`config.mk`:
```
export PLATFORM = sky130hd
export DESIGN_NAME = uart_tx_frame_flat
export DESIGN_NICKNAME = d
export VERILOG_FILES = /design/src/rtl/uart_tx_frame_if.sv /design/src/rtl/uart_tx_frame.sv /design/src/flat_wrapper.sv
export SDC_FILE = /design/constraint.sdc
export NUM_CORES = 1
export LEC_CHECK = 0
export CAP_MARGIN = 25
export CORE_MARGIN = 3
export CORE_UTILIZATION = 27
export DETAILED_ROUTE_END_ITERATION = 8
export GPL_TIMING_DRIVEN = 0
export SKIP_CTS_REPAIR_TIMING = 1
export SLEW_MARGIN = 5
export SYNTH_ARGS = -nofsm -noshare
export SYNTH_HDL_FRONTEND = slang
export SYNTH_SLANG_ARGS = --single-unit
```
`constraint.sdc`:
```
create_clock -name clk -period 2.95 [get_ports clk]
set_input_delay 0.885 -clock clk [delete_from_list [all_inputs] [get_ports clk]]
set_output_delay 0.885 -clock clk [all_outputs]
set_load 0.02 [all_outputs]
```
`src/rtl/uart_tx_frame_if.sv`:
```
`default_nettype none
// ============================================================================
// Module      : uart_tx_frame_if
// Description : Byte-request / serial-line bundle for uart_tx_frame. brk exists
//               only when UART_TX_BREAK_EN is defined.
// Revision    : 1.0 - initial release
// ============================================================================
interface uart_tx_frame_if #(
    parameter int DBIT = 8
);
    logic            s_tick;
    logic            tx_start;
    logic [DBIT-1:0] din;
    logic            tx_busy;
    logic            tx_done_tick;
    logic            tx;
`ifdef UART_TX_BREAK_EN
    logic            brk;

    modport master (output s_tick, tx_start, din, brk, input tx_busy, tx_done_tick, tx);
    modport slave  (input s_tick, tx_start, din, brk, output tx_busy, tx_done_tick, tx);
`else
    modport master (output s_tick, tx_start, din, input tx_busy, tx_done_tick, tx);
    modport slave  (input s_tick, tx_start, din, output tx_busy, tx_done_tick, tx);
`endif
endinterface
`default_nettype wire

```
`src/rtl/uart_tx_frame.sv`:
```
`default_nettype none
// ============================================================================
// Module      : uart_tx_frame
// Description : UART transmitter: start, DBIT data bits LSB first, optional
//               parity, SB_TICK/16 stop bits. Line break via UART_TX_BREAK_EN.
// Revision    : 1.0 - initial release
// ============================================================================
module uart_tx_frame #(
    parameter int DBIT    = 8,
    parameter int PARITY  = 1,
    parameter int SB_TICK = 16
) (
    input  logic            clk,
    input  logic            reset,
    uart_tx_frame_if.slave  bus
);
    localparam int NW = (DBIT > 1) ? $clog2(DBIT) : 1;
    localparam logic [4:0]    C_BIT_LAST = 5'd15;
    localparam logic [4:0]    C_SB_LAST  = 5'(SB_TICK - 1);
    localparam logic [NW-1:0] C_N_LAST   = NW'(DBIT - 1);

    typedef enum logic [2:0] {
        S_IDLE  = 3'd0,
        S_START = 3'd1,
        S_DATA  = 3'd2,
        S_PAR   = 3'd3,
        S_STOP  = 3'd4
`ifdef UART_TX_BREAK_EN
       ,S_BRK   = 3'd5
`endif
    } state_t;

    state_t          r_state;
    logic [4:0]      r_s_cnt;
    logic [NW-1:0]   r_n_cnt;
    logic [DBIT-1:0] r_shift;
    logic            r_par;
    logic            r_tx;
    logic            r_busy;
    logic            r_done;
    logic            w_par;

`ifdef UART_TX_BREAK_EN
    localparam int          BRK_TICKS   = (DBIT + 3) * 16;
    localparam int          BW          = $clog2(BRK_TICKS + 1);
    localparam logic [BW-1:0] C_BRK_MIN = BW'(BRK_TICKS);
    logic [BW-1:0] r_brk_cnt;
`endif

    assign w_par = (PARITY == 2) ? ~^bus.din : ^bus.din;

    always_ff @(posedge clk or posedge reset) begin
        if (reset) begin
            r_state   <= S_IDLE;
            r_s_cnt   <= '0;
            r_n_cnt   <= '0;
            r_shift   <= '0;
            r_par     <= 1'b0;
            r_tx      <= 1'b1;
            r_busy    <= 1'b0;
            r_done    <= 1'b0;
`ifdef UART_TX_BREAK_EN
            r_brk_cnt <= '0;
`endif
        end else begin
            r_done <= 1'b0;
            case (r_state)
                S_IDLE: begin
                    r_tx   <= 1'b1;
                    r_busy <= 1'b0;
`ifdef UART_TX_BREAK_EN
                    if (bus.brk) begin
                        r_state   <= S_BRK;
                        r_tx      <= 1'b0;
                        r_busy    <= 1'b1;
                        r_brk_cnt <= '0;
                    end else
`endif
                    if (bus.tx_start) begin
                        r_state <= S_START;
                        r_tx    <= 1'b0;
                        r_busy  <= 1'b1;
                        r_shift <= bus.din;
                        r_par   <= w_par;
                        r_s_cnt <= '0;
                    end
                end
                S_START: begin
                    if (bus.s_tick) begin
                        if (r_s_cnt == C_BIT_LAST) begin
                            r_state <= S_DATA;
                            r_s_cnt <= '0;
                            r_n_cnt <= '0;
                            r_tx    <= r_shift[0];
                        end else begin
                            r_s_cnt <= r_s_cnt + 5'd1;
                        end
                    end
                end
                S_DATA: begin
                    if (bus.s_tick) begin
                        if (r_s_cnt == C_BIT_LAST) begin
                            r_s_cnt <= '0;
                            r_shift <= r_shift >> 1;
                            if (r_n_cnt == C_N_LAST) begin
                                if (PARITY != 0) begin
                                    r_state <= S_PAR;
                                    r_tx    <= r_par;
                                end else begin
                                    r_state <= S_STOP;
                                    r_tx    <= 1'b1;
                                end
                            end else begin
                                r_n_cnt <= r_n_cnt + 1'b1;
                                // next bit is presented on the same edge the register shifts
                                r_tx    <= r_shift[1];
                            end
                        end else begin
                            r_s_cnt <= r_s_cnt + 5'd1;
                        end
                    end
                end
                S_PAR: begin
                    if (bus.s_tick) begin
                        if (r_s_cnt == C_BIT_LAST) begin
                            r_state <= S_STOP;
                            r_s_cnt <= '0;
                            r_tx    <= 1'b1;
                        end else begin
                            r_s_cnt <= r_s_cnt + 5'd1;
                        end
                    end
                end
                S_STOP: begin
                    r_tx <= 1'b1;
                    if (bus.s_tick) begin
                        if (r_s_cnt == C_SB_LAST) begin
                            r_state <= S_IDLE;
                            r_s_cnt <= '0;
                            r_busy  <= 1'b0;
`ifdef UART_TX_BREAK_EN
                            // a break ends through STOP too but is not a frame
                            r_done  <= (r_brk_cnt != C_BRK_MIN);
`else
                            r_done  <= 1'b1;
`endif
                        end else begin
                            r_s_cnt <= r_s_cnt + 5'd1;
                        end
                    end
                end
`ifdef UART_TX_BREAK_EN
                S_BRK: begin
                    r_tx <= 1'b0;
                    if (bus.s_tick) begin
                        if (r_brk_cnt == C_BRK_MIN) begin
                            if (!bus.brk) begin
                                r_state <= S_STOP;
                                r_s_cnt <= '0;
                                r_tx    <= 1'b1;
                            end
                        end else begin
                            r_brk_cnt <= r_brk_cnt + 1'b1;
                        end
                    end
                end
`endif
                default: begin
                    r_state <= S_IDLE;
                    r_tx    <= 1'b1;
                    r_busy  <= 1'b0;
                end
            endcase
`ifdef UART_TX_BREAK_EN
            if (r_state == S_IDLE && !bus.brk && bus.tx_start)
                r_brk_cnt <= '0;
`endif
        end
    end

    assign bus.tx           = r_tx;
    assign bus.tx_busy      = r_busy;
    assign bus.tx_done_tick = r_done;

endmodule
`default_nettype wire
```
`src/flat_wrapper.sv`:
```
// flat-port wrapper written by rule: the top's interface ports become plain ports
module uart_tx_frame_flat 
#(
    parameter int DBIT    = 8,
    parameter int PARITY  = 1,
    parameter int SB_TICK = 16
)
  (clk, reset, bus_s_tick, bus_tx_start, bus_din, bus_tx_busy, bus_tx_done_tick, bus_tx);
  uart_tx_frame_if #(.DBIT(DBIT)) bus_i ();
  input  logic clk;
  input  logic reset;
  input wire logic [$bits(bus_i.s_tick)-1:0] bus_s_tick;
  input wire logic [$bits(bus_i.tx_start)-1:0] bus_tx_start;
  input wire logic [$bits(bus_i.din)-1:0] bus_din;
  output wire logic [$bits(bus_i.tx_busy)-1:0] bus_tx_busy;
  output wire logic [$bits(bus_i.tx_done_tick)-1:0] bus_tx_done_tick;
  output wire logic [$bits(bus_i.tx)-1:0] bus_tx;
  assign bus_i.s_tick = bus_s_tick;
  assign bus_i.tx_start = bus_tx_start;
  assign bus_i.din = bus_din;
  assign bus_tx_busy = bus_i.tx_busy;
  assign bus_tx_done_tick = bus_i.tx_done_tick;
  assign bus_tx = bus_i.tx;
  uart_tx_frame #(.DBIT(DBIT), .PARITY(PARITY), .SB_TICK(SB_TICK)) u_core (.clk(clk), .reset(reset), .bus(bus_i));
endmodule
```
==> results.txt <==
status - completed
Design Area, Final - 1520 um2
Tightest Hold Check Type - reg2reg
crit path capture type - primary output
period utilization - 0.775
antenna fix cells - 0
Crit path largest cell delay - 590 ps
Die X - 74.7 um
clock-pin slew on the worst setup and hold paths - 80 ps
Synth Instances - 117
H-tree Lvls - 1
row count - 24
skew final - 7.42 ps
most frequent cells in the layout - dfrtp_1 (22), clkdlybuf4s50_1 (14), xnor2_1 (10)
total power - 1.18 mW
share of layout cells above drive strength 1 - 0.170
WP buf/inv - 1
vias in the first global route - 979
core footprint - 4440 um2
crit-path cells - clkdlybuf4s50_1
Critical Path Start Type - flip-flop
worst-margin pin slew - 877 ps
Final nets - 151
final setup TNS - 0 ps
post-DR wirelength/cell - 13.1 um
HPWL Detailed - 1850 um
RD Place Congestion - 0.851
WL final - 2440 um
placement-stage worst setup slack - 443 ps
Fillers - 449
Crit-path slowest cell - clkdlybuf4s50_1
Fin. Hold Viols - 0
CTS tree - yes
syn_nets - 132
Die H - 74.7 um
largest fanout on the critical path - 2
Port Buf Inserts - 14
Synth-to-Final Area Change - 19.8%
crit path kind - reg2out
PnR worst setup slack - 663 ps
Congestion Overflow GR - 0
antenna violations before repair - 0
Slew Viols, Final - 0
I/O pin cnt - 15
Netlist cell types - 39
most common cell after layout, fill and taps aside - dfrtp_1
CP required - 2070 ps
slew margin rel. - 0.415
CTS Buf Count - 3
fmax - 437 MHz
die area - 5570 um2
register bit total from synthesis - 23
DRT antenna net count - 0
iteration-0 DRC count of the detailed router - 69
LEAKAGE - 0.624 nW
Root Driver - clkbuf_8
Power Density - 774 nW/um2
synthesized area - 1270 um2
synth warn - 0
crit path DAT - 1400 ps
first-pass GRT wire length - 4180 um
drt pass-1 iters - 7
synthesized area per cell - 10.9 um2
Max Cap Viol - 0
Max VDD drop - 0.000231 V
vias per inst - 5.12
DRC - 0
CTS Sinks - 23
Tmin final - 2290 ps
Starting Density - 0.286
RSZ-0062 raised after global routing - false
clk_lat worst skew - 270 ps
CTS Buffer Depth - 2
via count - 958
Crit path max-delay family - buffers and inverters
largest net degree at the start of global routing - 24
Setup violations, final - 0
sequential element share of the synthesized area - 0.453
Placed Area - 1480 um2
GRT Overall Usage - 0.0967
## metrics by stage
| stage | hold slack, ps | util | std cells |
|---|---|---|---|
| 6_report | 508 | 0.343 | 187 |
| 5_1_grt | 538 | 0.343 | 187 |
| 4_1_cts | 511 | 0.343 | 187 |
| 3_5_place_dp | 482 | 0.332 | 183 |
| 3_3_place_gp | 479 | 0.332 | 183 |
| 2_1_floorplan | 457 | - | 117 |
## worst paths after layout
kind / startpoint / end / slack (ps) / cells past startpoint
max in group asynchronous: reset / u_core.r_n_cnt[1]$_DFFE_PP0P_ / 1300 / 2
hold / removal: u_core.r_s_cnt[4]$_DFFE_PP0P_ / u_core.r_s_cnt[4]$_DFFE_PP0P_ / 510 / 1
setup / recovery: u_core.bus.tx$_DFFE_PP1P_ / bus_tx / 660 / 1
hold reg to reg: u_core.r_s_cnt[4]$_DFFE_PP0P_ / u_core.r_s_cnt[4]$_DFFE_PP0P_ / 510 / 1
min in group asynchronous: reset / u_core.r_shift[2]$_DFFE_PP0P_ / 1100 / 2
setup reg to reg: u_core.r_s_cnt[0]$_DFFE_PP0P_ / u_core.r_n_cnt[0]$_DFFE_PP0P_ / 1110 / 7
## per-layer routing
| metal | up-vias | track usage | wire length, um |
|---|---|---|---|
| met5 | - | 0 | 0 |
| met4 | 0 | 0.0198 | 19 |
| met3 | 4 | 0.0360 | 141 |
| met2 | 29 | 0.163 | 1090 |
| met1 | 462 | 0.119 | 1190 |
| li1 | 463 | - | - |
## report_power, final
group	switching (mW)	total [mW]	internal, mW
sequential	0.0871	0.522	0.435
clock	0.100	0.194	0.0943
combinational	0.211	0.463	0.252
## layout make-up
type,instances,area (um2),share of cell area
multi-input combinational,85,639,0.420
sequential,23,577,0.378
timing repair buffer,14,140,0.0920
tap,52,65.1,0.0427
buffer,6,45.0,0.0296
clock buffer,3,41.3,0.0271
inverter,3,11.3,0.00739
clock inverter,1,5.00,0.00328
## state kept, by name (all words and copies together) (netlist names)
| register | count |
|---|---|
| u_core.bus.tx | 1 |
| u_core.r_shift | 8 |
| u_core.r_s_cnt | 5 |
| u_core.r_par | 1 |
| u_core.r_state | 3 |
| u_core.bus.tx_busy | 1 |
| u_core.r_n_cnt | 3 |
| u_core.bus.tx_done_tick | 1 |
## synth_stat cells (all sizes together)
cell	count	share of area
a211o	1	0.0069
a21o	2	0.012
a21oi	3	0.012
a221oi	2	0.014
a22o	2	0.014
and2	1	0.0049
and3	1	0.0049
and4b	1	0.0079
buf	6	0.035
dfrtp	22	0.43
dfstp	1	0.021
ha	3	0.030
inv	3	0.0088
mux2	3	0.027
mux2i	2	0.026
nand2	7	0.021
nand2b	8	0.039
nand3	5	0.020
nand4	1	0.0049
nor2	5	0.017
nor2b	3	0.015
nor3	3	0.012
nor3b	1	0.0098
nor4	2	0.0098
nor4b	1	0.0069
o211ai	1	0.0059
o21ai	7	0.036
o21bai	1	0.0059
o221a	7	0.062
o32ai	1	0.0069
or2	1	0.0049
xnor2	10	0.069
## cell families (layout without fill, tap and decap cells)
logic type / Yosys count / after routing / share of synthesized area
simple gates: 40 / 40 / 0.177
compound gates: 27 / 27 / 0.175
flops: 23 / 23 / 0.453
xor+xnor: 10 / 10 / 0.0688
buf+inv: 9 / 27 / 0.0442
mux: 5 / 5 / 0.0521
fa+ha+maj: 3 / 3 / 0.0295
No activity file was read; power rests on OpenSTA's default activity.
